[src/rtl/pi_flash_window_ctrl.sv]
// PI-bus cartridge mapper: latches the ALE address, tracks the burst offset, decodes
// the runtime/boot windows and sequences the SST flash CE/OE around each PI strobe.
module pi_flash_window_ctrl #(
  parameter int unsigned SYNC_STAGES = 2,
  parameter int unsigned FLASH_AW    = 19,
  parameter int unsigned BURST_W     = 13,
  parameter int unsigned STROBE_MAX  = 8,
  parameter logic [31:0] WIN_BASE    = 32'h1EC00000,
  parameter logic [31:0] WIN_MASK    = 32'hFFF00000,
  parameter logic [31:0] BOOT_BASE   = 32'h10000000,
  parameter logic [31:0] BOOT_MASK   = 32'hFFFE0000,
  parameter logic [31:0] ZERO_BASE   = 32'h10020000,
  parameter logic [31:0] ZERO_MASK   = 32'hFFFE0000,
  parameter logic [31:0] UNLOCK_ADDR = 32'h10400400,
  parameter logic [15:0] UNLOCK_DATA = 16'h001E
) (
  input  logic                clk,
  input  logic                cold_reset,
  input  logic [15:0]         ad_in,
  input  logic                aleh,
  input  logic                alel,
  input  logic                read,
  input  logic                write,
  output logic [15:0]         ad_out,
  output logic                ad_oe,
  output logic [FLASH_AW-1:0] flash_addr,
  output logic                flash_ce,
  output logic                flash_oe,
  output logic                read_top,
  output logic                boot_mode,
  output logic [31:0]         pi_addr,
  output logic [15:0]         pi_wdata,
  output logic                wr_strobe
);

  // state  | meaning
  // IDLE   | flash deselected, waiting for a strobe inside a flash window
  // ACTIVE | CE low, CE counter running toward STROBE_MAX
  // HOLD   | CE time budget spent, CE high until the strobe ends
  typedef enum logic [1:0] {
    ST_IDLE   = 2'd0,
    ST_ACTIVE = 2'd1,
    ST_HOLD   = 2'd2
  } state_t;

  localparam logic [5:0] CE_LIMIT = 6'(STROBE_MAX);

  state_t               state, state_d;
  logic [5:0]           ce_cnt, ce_cnt_d;
  logic [SYNC_STAGES-1:0] rd_sync, wr_sync;
  logic [BURST_W-1:0]   burst;
  logic                 rs, ws, rs_next;
  logic                 rd_fall, rd_rise, wr_fall, wr_rise;
  logic                 ale_any, ale_lo, ale_hi;
  logic                 hit_run, hit_boot, hit_zero;
  logic                 wr_armed;

  assign rs      = rd_sync[SYNC_STAGES-1];
  assign ws      = wr_sync[SYNC_STAGES-1];
  assign rs_next = rd_sync[SYNC_STAGES-2];
  assign rd_fall = rs & ~rd_sync[SYNC_STAGES-2];
  assign rd_rise = ~rs & rd_sync[SYNC_STAGES-2];
  assign wr_fall = ws & ~wr_sync[SYNC_STAGES-2];
  assign wr_rise = ~ws & wr_sync[SYNC_STAGES-2];

  assign ale_any = aleh | alel;
  assign ale_lo  = alel & ~aleh;
  assign ale_hi  = alel & aleh;

  assign hit_run  = (pi_addr & WIN_MASK) == WIN_BASE;
  assign hit_boot = boot_mode && ((pi_addr & BOOT_MASK) == BOOT_BASE);
  assign hit_zero = boot_mode && ((pi_addr & ZERO_MASK) == ZERO_BASE) && !hit_boot;

  // Only the zero-fill window is ever driven back onto the AD bus.
  assign ad_out = 16'h0000;

  always_ff @(posedge clk or negedge cold_reset) begin
    if (!cold_reset) begin
      rd_sync <= '1;
      wr_sync <= '1;
    end else begin
      rd_sync <= {rd_sync[SYNC_STAGES-2:0], read};
      wr_sync <= {wr_sync[SYNC_STAGES-2:0], write};
    end
  end

  always_ff @(posedge clk or negedge cold_reset) begin
    if (!cold_reset) begin
      pi_addr    <= '0;
      burst      <= '0;
      flash_addr <= '0;
      pi_wdata   <= '0;
      wr_armed   <= 1'b0;
      wr_strobe  <= 1'b0;
      boot_mode  <= 1'b1;
      read_top   <= 1'b0;
    end else begin
      if (ale_lo) pi_addr[15:0] <= ad_in;
      if (ale_hi) pi_addr[31:16] <= ad_in;

      if (ale_lo)
        burst <= '0;
      else if (rd_rise || wr_rise)
        burst <= burst + BURST_W'(1);

      if (rd_fall || wr_fall)
        flash_addr <= pi_addr[FLASH_AW:1] + FLASH_AW'(burst);

      // A write that overlaps a read is treated as a read: no data capture, no pulse.
      if (wr_fall && rs) pi_wdata <= ad_in;
      if (wr_fall)
        wr_armed <= rs;
      else if (!rs)
        wr_armed <= 1'b0;
      wr_strobe <= wr_rise && wr_armed && rs;

      if (wr_strobe && (pi_addr == UNLOCK_ADDR) && (pi_wdata == UNLOCK_DATA))
        boot_mode <= 1'b0;

      read_top <= hit_run | hit_boot | hit_zero;
    end
  end

  always_comb begin
    state_d  = state;
    ce_cnt_d = ce_cnt;
    case (state)
      ST_IDLE: begin
        if ((hit_run || hit_boot) && (!rs || !ws)) begin
          state_d  = ST_ACTIVE;
          ce_cnt_d = '0;
        end
      end
      ST_ACTIVE: begin
        ce_cnt_d = ce_cnt + 6'd1;
        if (rs && ws)
          state_d = ST_IDLE;
        else if (ce_cnt_d >= CE_LIMIT)
          state_d = ST_HOLD;
      end
      ST_HOLD: begin
        if (rs && ws) begin
          state_d  = ST_IDLE;
          ce_cnt_d = '0;
        end
      end
      default: state_d = ST_IDLE;
    endcase
    if (ale_any) state_d = ST_IDLE;
    if (ale_hi) ce_cnt_d = '0;
  end

  // Outputs are registered from the next state so they change together with it.
  always_ff @(posedge clk or negedge cold_reset) begin
    if (!cold_reset) begin
      state    <= ST_IDLE;
      ce_cnt   <= '0;
      flash_ce <= 1'b1;
      flash_oe <= 1'b1;
      ad_oe    <= 1'b0;
    end else begin
      state    <= state_d;
      ce_cnt   <= ce_cnt_d;
      flash_ce <= (state_d != ST_ACTIVE);
      flash_oe <= (state_d == ST_IDLE) || rs_next;
      ad_oe    <= !ale_any && hit_zero && !rs;
    end
  end

endmodule

[config.mk]
export PLATFORM = sky130hd
export DESIGN_NAME = pi_flash_window_ctrl
export DESIGN_NICKNAME = d
export VERILOG_FILES = /design/src/rtl/pi_flash_window_ctrl.sv
export SDC_FILE = /design/constraint.sdc
export NUM_CORES = 1
export LEC_CHECK = 0
export CAP_MARGIN = 20
export CORE_UTILIZATION = 46
export DETAILED_ROUTE_END_ITERATION = 8
export PLACE_DENSITY = 0.77
export SLEW_MARGIN = 5
export SYNTH_ARGS = -nofsm -noshare
export SYNTH_HDL_FRONTEND = slang
export SYNTH_SLANG_ARGS = --single-unit
[constraint.sdc]
create_clock -name clk -period 2.38 [get_ports clk]
set_input_delay 0.595 -clock clk [delete_from_list [all_inputs] [get_ports clk]]
set_output_delay 0.595 -clock clk [all_outputs]
set_load 0.005 [all_outputs]
==> results of run 1 <==
[state kept, by name (all words and copies together), names as in the netlist, 2 cells and up]
register	count
ce_cnt	6
flash_addr	19
burst	13
state	2
rd_sync	2
wr_sync	2
pi_wdata	16
pi_addr	32
[final timing paths]
kind | start | end | slack, ns | depth (start not counted)
max | pi_addr[4] | flash_addr[10] | 0.04 | 8
min | cold_reset | pi_wdata[1] | 0.12 | 1
max reg2reg | pi_addr[4] | flash_addr[10] | 0.04 | 8
min reg2reg | rd_sync[0] | rd_sync[1] | 0.38 | 0
max in group asynchronous | cold_reset | flash_ce | 1.52 | 2
min in group clk | rd_sync[0] | rd_sync[1] | 0.38 | 0
[layer usage]
layer | global-route usage (%) | vias up | wire length [um]
li1 | - | 1940 | -
met1 | 31.4 | 2032 | 5690
met2 | 39.1 | 165 | 6500
met3 | 4.26 | 29 | 803
met4 | 10.7 | 0 | 418
met5 | 0 | - | 0
[critical path: cells and delay by family, from the launching register on]
family	cells	cell delay, ns
and+or+nand+nor	2	0.58
AOI/OAI and AO/OA	4	0.70
DFF	1	0.45
buffers and inverters	1	0.15
adders and majority gates	1	0.38
[metrics by stage]
step,std cells,TNS [ns],setup WS (ns),power [mW]
after floorplan,519,0,0.0674,2.66
after global placement,740,0,0.105,3.36
after detailed placement,740,0,0.0750,3.39
after CTS,756,0,0.0629,4.46
after global routing,757,-0.0859,-0.0529,4.69
final,757,0,0.0356,4.47
[cell usage in the layout (no fill, tap or decap), types with 4 or more instances in the layout]
cell and n:
a21oi_1 30, buf_4 20, clkbuf_8 9, clkdlybuf4s50_1 93, conb_1 16, dfrtp_1 92
dfstp_2 7, ha_1 18, inv_1 20, mux2_2 31, mux2i_1 4, nand2_1 83
nand3_1 15, nand4_1 10, nor2_1 29, nor3_1 8, nor4_1 5, nor4b_1 5
o211ai_1 4, o21ai_0 17, o22ai_1 6, or3_1 5, xnor2_1 13, xor2_1 11
[logic make-up after synthesis]
group | synth area share [%]
compound gates | 9.85
mux | 7.64
other cells | 0.0736
fa+ha+maj | 5.30
simple gates | 19.0
flops | 48.8
xor+xnor | 4.13
buf+inv | 5.18
[what timing repair did]
item	CTS	global route
setup buffers	0	1
resized for setup	0	8
endpoints found under the setup margin	0	6
[power groups by stage]
| stage | Clock, mW | Combinational, mW | Sequential (mW) |
|---|---|---|---|
| after floorplan | 0 | 0.512 | 2.14 |
| after global routing | 1.14 | 1.37 | 2.18 |
| after detailed placement | 0 | 1.22 | 2.18 |
| after global placement | 0 | 1.20 | 2.16 |
| after CTS | 1.09 | 1.22 | 2.15 |
| final | 1.07 | 1.25 | 2.15 |
[layout make-up]
class                           count  area, sq um
Timing Repair Buffer              115         1120
Sequential cell                    99         2490
Clock buffer                        9          124
Clock inverter                      7         67.6
Tap cell                          140          175
Multi-Input combinational cell    367         2450
Inverter                           20         75.1
Fill cell                         935         4300
==> results.md, run 1 <==
- Initial antenna violation count: 0
- Final HPWL DP: between 9000 and 10000 um
- Yosys top cell area share: 45.2%
- CTS tree: built
- CTS Buffer Depth: 2
- Flop pwr share: 48.1%
- Pin count of the biggest net entering global routing: 48
- Clk_skew: 0.0185 ns
- Avg WL per Cell: 17.7 um
- Final Max Slew Viols: 0
- RSZ-0062 raised after global routing: true
- IO Pins: around 110
- Final Hold Fails: 0
- Routed Antenna Nets: 0
- Max stage delay on crit path: 0.48 ns
- CP Class: register to register
- IO buf count: 94
- Netlist cell types: 59
- First-pass GRT wire length: between 20000 and 25000 um
- Peak supply drop: 0.340 mV
- Initial core utilization: 47.2%
- H-tree Lvls: 3
- Slew headroom: a little under two thirds
- CP max stage cell: or4b_1
- # hold bufs at CTS: 0
- MaxCap Viol Count: 0
- Most common cell in the netlist: dfrtp_1
- Yosys warnings: 0
- Hold slack: 0.121 ns
- Internal power: between 3 and 4 mW
- Post-route cell area: about 6500 sq um
- Seq/Total Area, Yosys: 48.8%
- Core Box Area: 10800 sq um
- Leakage: 2.80 nW
- Worst hold path type: input port to async pin
- Placed Area: approximately 6300 sq um
- Worst-Margin Slew: 0.541 ns
- Clock sinks: 99
- Worst setup EP type: register
- Area growth syn-to-layout: 27.5%
- DRT Pass-1 Iters: 6
- Die Y: 107 um
- CP cell instances: ha_1, o211ai_1, a21oi_4, a31oi_4, buf_4, o21ai_1, or4b_1, nand4_1
- Die area: 11500 sq um
- Final Setup Violations: 0
- Via Count: 4166
- Combinational share of power: 28.0%
- Mean number of vias per cell: around 5.5
- Finished Core Util: about 60%
- Worst skew pair latency: 0.39 ns
- EDFF count, synth: 0
- Crit path required time: 2.70 ns
- Die width: 107 um
- Post-route clock period utilization: 98.5%
- CTS Buf Count: 9
- Initial drt markers: 195
- Vias in the first global route: 4056
- Final Net Count: approximately 660
- Total grt overflow: 0
- Number of cell rows: 38
- Sw Ratio: 31.9%
- Ys flop type: dfrtp_1
- Diode count: 0
- Gr usage total: 24.0%
- Arr. time, crit path: 2.66 ns
- Synth async-reset ratio: 100%
- Mapped Cells: 504
- Synth area leaders: dfrtp_1 (45%), mux2_2 (6.9%), nand2_1 (6.1%), ha_1 (4.9%), dfstp_2 (3.6%)
- Clk pwr share: 23.9%
- PD cells: 688 nW/um^2
- NetSw: 1.42 mW
- Outcome: complete, no violations
- Mapped cell area: 5090 sq um
- Syn_area_per_cell: 10.1 sq um
- Setup crit start kind: register
- Clock root buffer: clkbuf_8
- CP max FO: 4
- Post-synth top cells: dfrtp_1 (92), nand2_1 (83), mux2_2 (31)
- Synthesized flop and latch total: a little under 100
- Share of layout cells above drive strength 1: 15.7%
- DRC Markers: 0
- Post-Route WL: 13400 um
- CTS clk-pin slew, worst paths: 0.12 ns
- Post-synth top area cell: dfrtp_1
- Achievable Freq: roughly 430 MHz
- Gpl congestion: slightly below 0.9
- Min Clock Period, post-route: approximately 2.3 ns
Power figures use the tool's default switching activity.
==> inputs of run 2 (changes only) <==
- CORE_MARGIN: not set -> 2
==> run 2 against run 1 <==
  * Clock skew shrank 0.0089 ns
  * Cell count grew 0.40%
  * Sequential share of layout area shrank 0.15 points
  * Critical endpoint is now flash_addr[16]
  * Largest power group unchanged
==> results.md, run 2 (synthesis gave the netlist of run 1 again) <==
- Outcome: complete, no violations
- Initial antenna violation count: 0 (unchanged)
- RSZ-0062 raised after global routing: true
- Pin count of the biggest net entering global routing: 49 (+2.1%)
- Vias in the first global route: 4010 (-1.1%)
- Max stage delay on crit path: 0.37 ns (-0.11 ns)
- Most common cell after layout, fill and taps aside: clkdlybuf4s50_1
- Worst skew pair latency: 0.38 ns (about the same)
- Core Box Area: 10800 sq um (+0.44%)
- CTS Buf Count: 9 (unchanged)
- Die Y: 109 um (+1.9%)
- # hold bufs at CTS: 0 (unchanged)
- Hold slack: 0.126 ns (+0.00550 ns)
- Clock sinks: 99 (unchanged)
- CP max FO: 3 (-1)
- Via Count: 4150 (-0.38%)
- Initial drt markers: 195 (unchanged)
- Sum Neg Setup Slack: 0 ns (unchanged)
- Crit path required time: 2.64 ns (-0.06 ns)
- Achievable Freq: 432 MHz (+1.3%)
- PD cells: 702 nW/um^2 (+2.1%)
- DP Worst Slack: 0.0345 ns (-0.0405 ns)
- Area growth syn-to-layout: 28.1%
- Clock root buffer: clkbuf_8
- Commonest cells after routing, fill and taps aside: clkdlybuf4s50_1 (93), dfrtp_1 (91), nand2_1 (83)
- Post-Route WL: 13500 um (+0.95%)
- Final Max Slew Viols: 0 (unchanged)
- CTS tree: built
- Worst setup EP type: register
- CTS clk-pin slew, worst paths: 0.10 ns (-0.02 ns)
- Final total power: 4.58 mW (+2.5%)
- IO Pins: 111 (unchanged)
- DRT Pass-1 Iters: 5 (-1)
- Number of flip-flops in the largest register: 32 (unchanged)
- CP cell instances: ha_2, inv_1, fa_2, nand2b_4, a21oi_4, a31oi_4, o31ai_4, buf_6, mux2i_1, nand3_1
- Mean number of vias per cell: 5.46 (-0.78%)
- Die area: 11900 sq um (+3.8%)
- Gpl congestion: 0.940 (+6.1%)
- Routed Antenna Nets: 0 (unchanged)
- Number of cell rows: 38 (unchanged)
- Die width: 109 um (+1.9%)
- Peak supply drop: 0.340 mV (+0.22%)
- Buf/Inv on CP: 2 (+1)
- Final Hold Fails: 0 (unchanged)
- Initial core utilization: 47.0% (-0.21 points)
- Gr usage total: 23.6% (-0.40 points)
- IO buf count: 94 (unchanged)
- Share of layout cells above drive strength 1: 16.1% (+0.41 points)
- Top reg by flops: pi_addr
- Worst hold path type: input port to async pin
- H-tree Lvls: 3 (unchanged)
- Arr. time, crit path: 2.58 ns (-0.08 ns)
- Fin worst setup slack: 0.0648 ns (+0.0293 ns)
- Min Clock Period, post-route: 2.32 ns (-0.0293 ns)
- Post-route clock period utilization: 97.3% (-1.2 points)
- Avg WL per Cell: 17.8 um (+0.55%)
- Diode count: 0 (unchanged)
- Largest delay contributor family on the critical path: compound AO/OA/AOI/OAI gates
- CP max stage cell: dfrtp_1
- DRC Markers: 0 (unchanged)
- Leakage: 2.82 nW (+0.68%)
- Final Net Count: 658 (+0.46%)
- MaxCap Viol Count: 0 (unchanged)
- Total grt overflow: 0 (unchanged)
- Post CTS Setup Buffer Count: 0 (unchanged)
- Final Setup Violations: 0 (unchanged)
- Clk_skew: 0.00963 ns (-0.00889 ns)
- Top Registers: pi_addr (32), flash_addr (19), pi_wdata (16)
- Setup crit start kind: register
- CP Class: register to register
- First-pass GRT wire length: 21000 um (+0.36%)
- CTS Buffer Depth: 2 (unchanged)
- Final HPWL DP: 10300 um (+3.0%)
[run 2: cell count changes in the layout (fill, tap and decap cells not counted), sizes merged]
cell    change
buf         +3
bufinv      +1
inv         -1
[run 2: worst reg2reg max path: stages (launching register included)]
cell and delay [ns]:
dfrtp_1 0.37, ha_2 0.20, inv_1 0.06, fa_2 0.37, nand2b_4 0.17, a21oi_4 0.19
a31oi_4 0.12, o31ai_4 0.30, buf_6 0.14, mux2i_1 0.19, nand3_1 0.09
[run 2: repair_timing]
item                       in CTS  in global routing
gates resized for setup         0                  9
hold endpoints to repair        0                  0
setup endpoints to repair       0                  7
[run 2: metrics by stage]
step / std cells / utilization, % / cell area (sq um)
final: 760 / 60.2 / 6530
after global routing: 760 / 60.2 / 6530
after CTS: 760 / 59.8 / 6480
after detailed placement: 744 / 57.8 / 6270
after global placement: 744 / 57.8 / 6270
after floorplan: 519 / - / 5150
[run 2: final cells by class]
| type | count | area, sq um |
|---|---|---|
| tap | 140 | 175 |
| inverter | 20 | 75.1 |
| timing repair buffer | 118 | 1130 |
| fill | 903 | 4310 |
| multi-input combinational | 367 | 2450 |
| clock inverter | 7 | 83.8 |
| sequential | 99 | 2490 |
| clock buffer | 9 | 124 |
[run 2: per-layer routing]
layer,routed length (um),global-route usage (%)
met4,284,8.14
met3,966,5.14
met2,6360,37.0
met1,5920,32.6
met5,0,0
[run 2: where the power goes]
| group | leakage (nW) | total, mW | switching (mW) | internal [mW] |
|---|---|---|---|---|
| Sequential | 1.21 | 2.14 | 0.217 | 1.92 |
| Combinational | 1.51 | 1.30 | 0.575 | 0.725 |
| Clock | 0.102 | 1.15 | 0.643 | 0.504 |
[run 2: path summary, 6_finish.rpt]
kind	cells past startpoint	start	slack, ns	endpoint
setup reg to reg	10	pi_addr[1]	0.06	flash_addr[16]
setup / recovery	10	pi_addr[1]	0.06	flash_addr[16]
hold / removal	1	cold_reset	0.13	pi_addr[31]
max in group asynchronous	2	cold_reset	1.55	rd_sync[0]
hold reg to reg	0	rd_sync[0]	0.37	rd_sync[1]
min in group clk	0	rd_sync[0]	0.37	rd_sync[1]
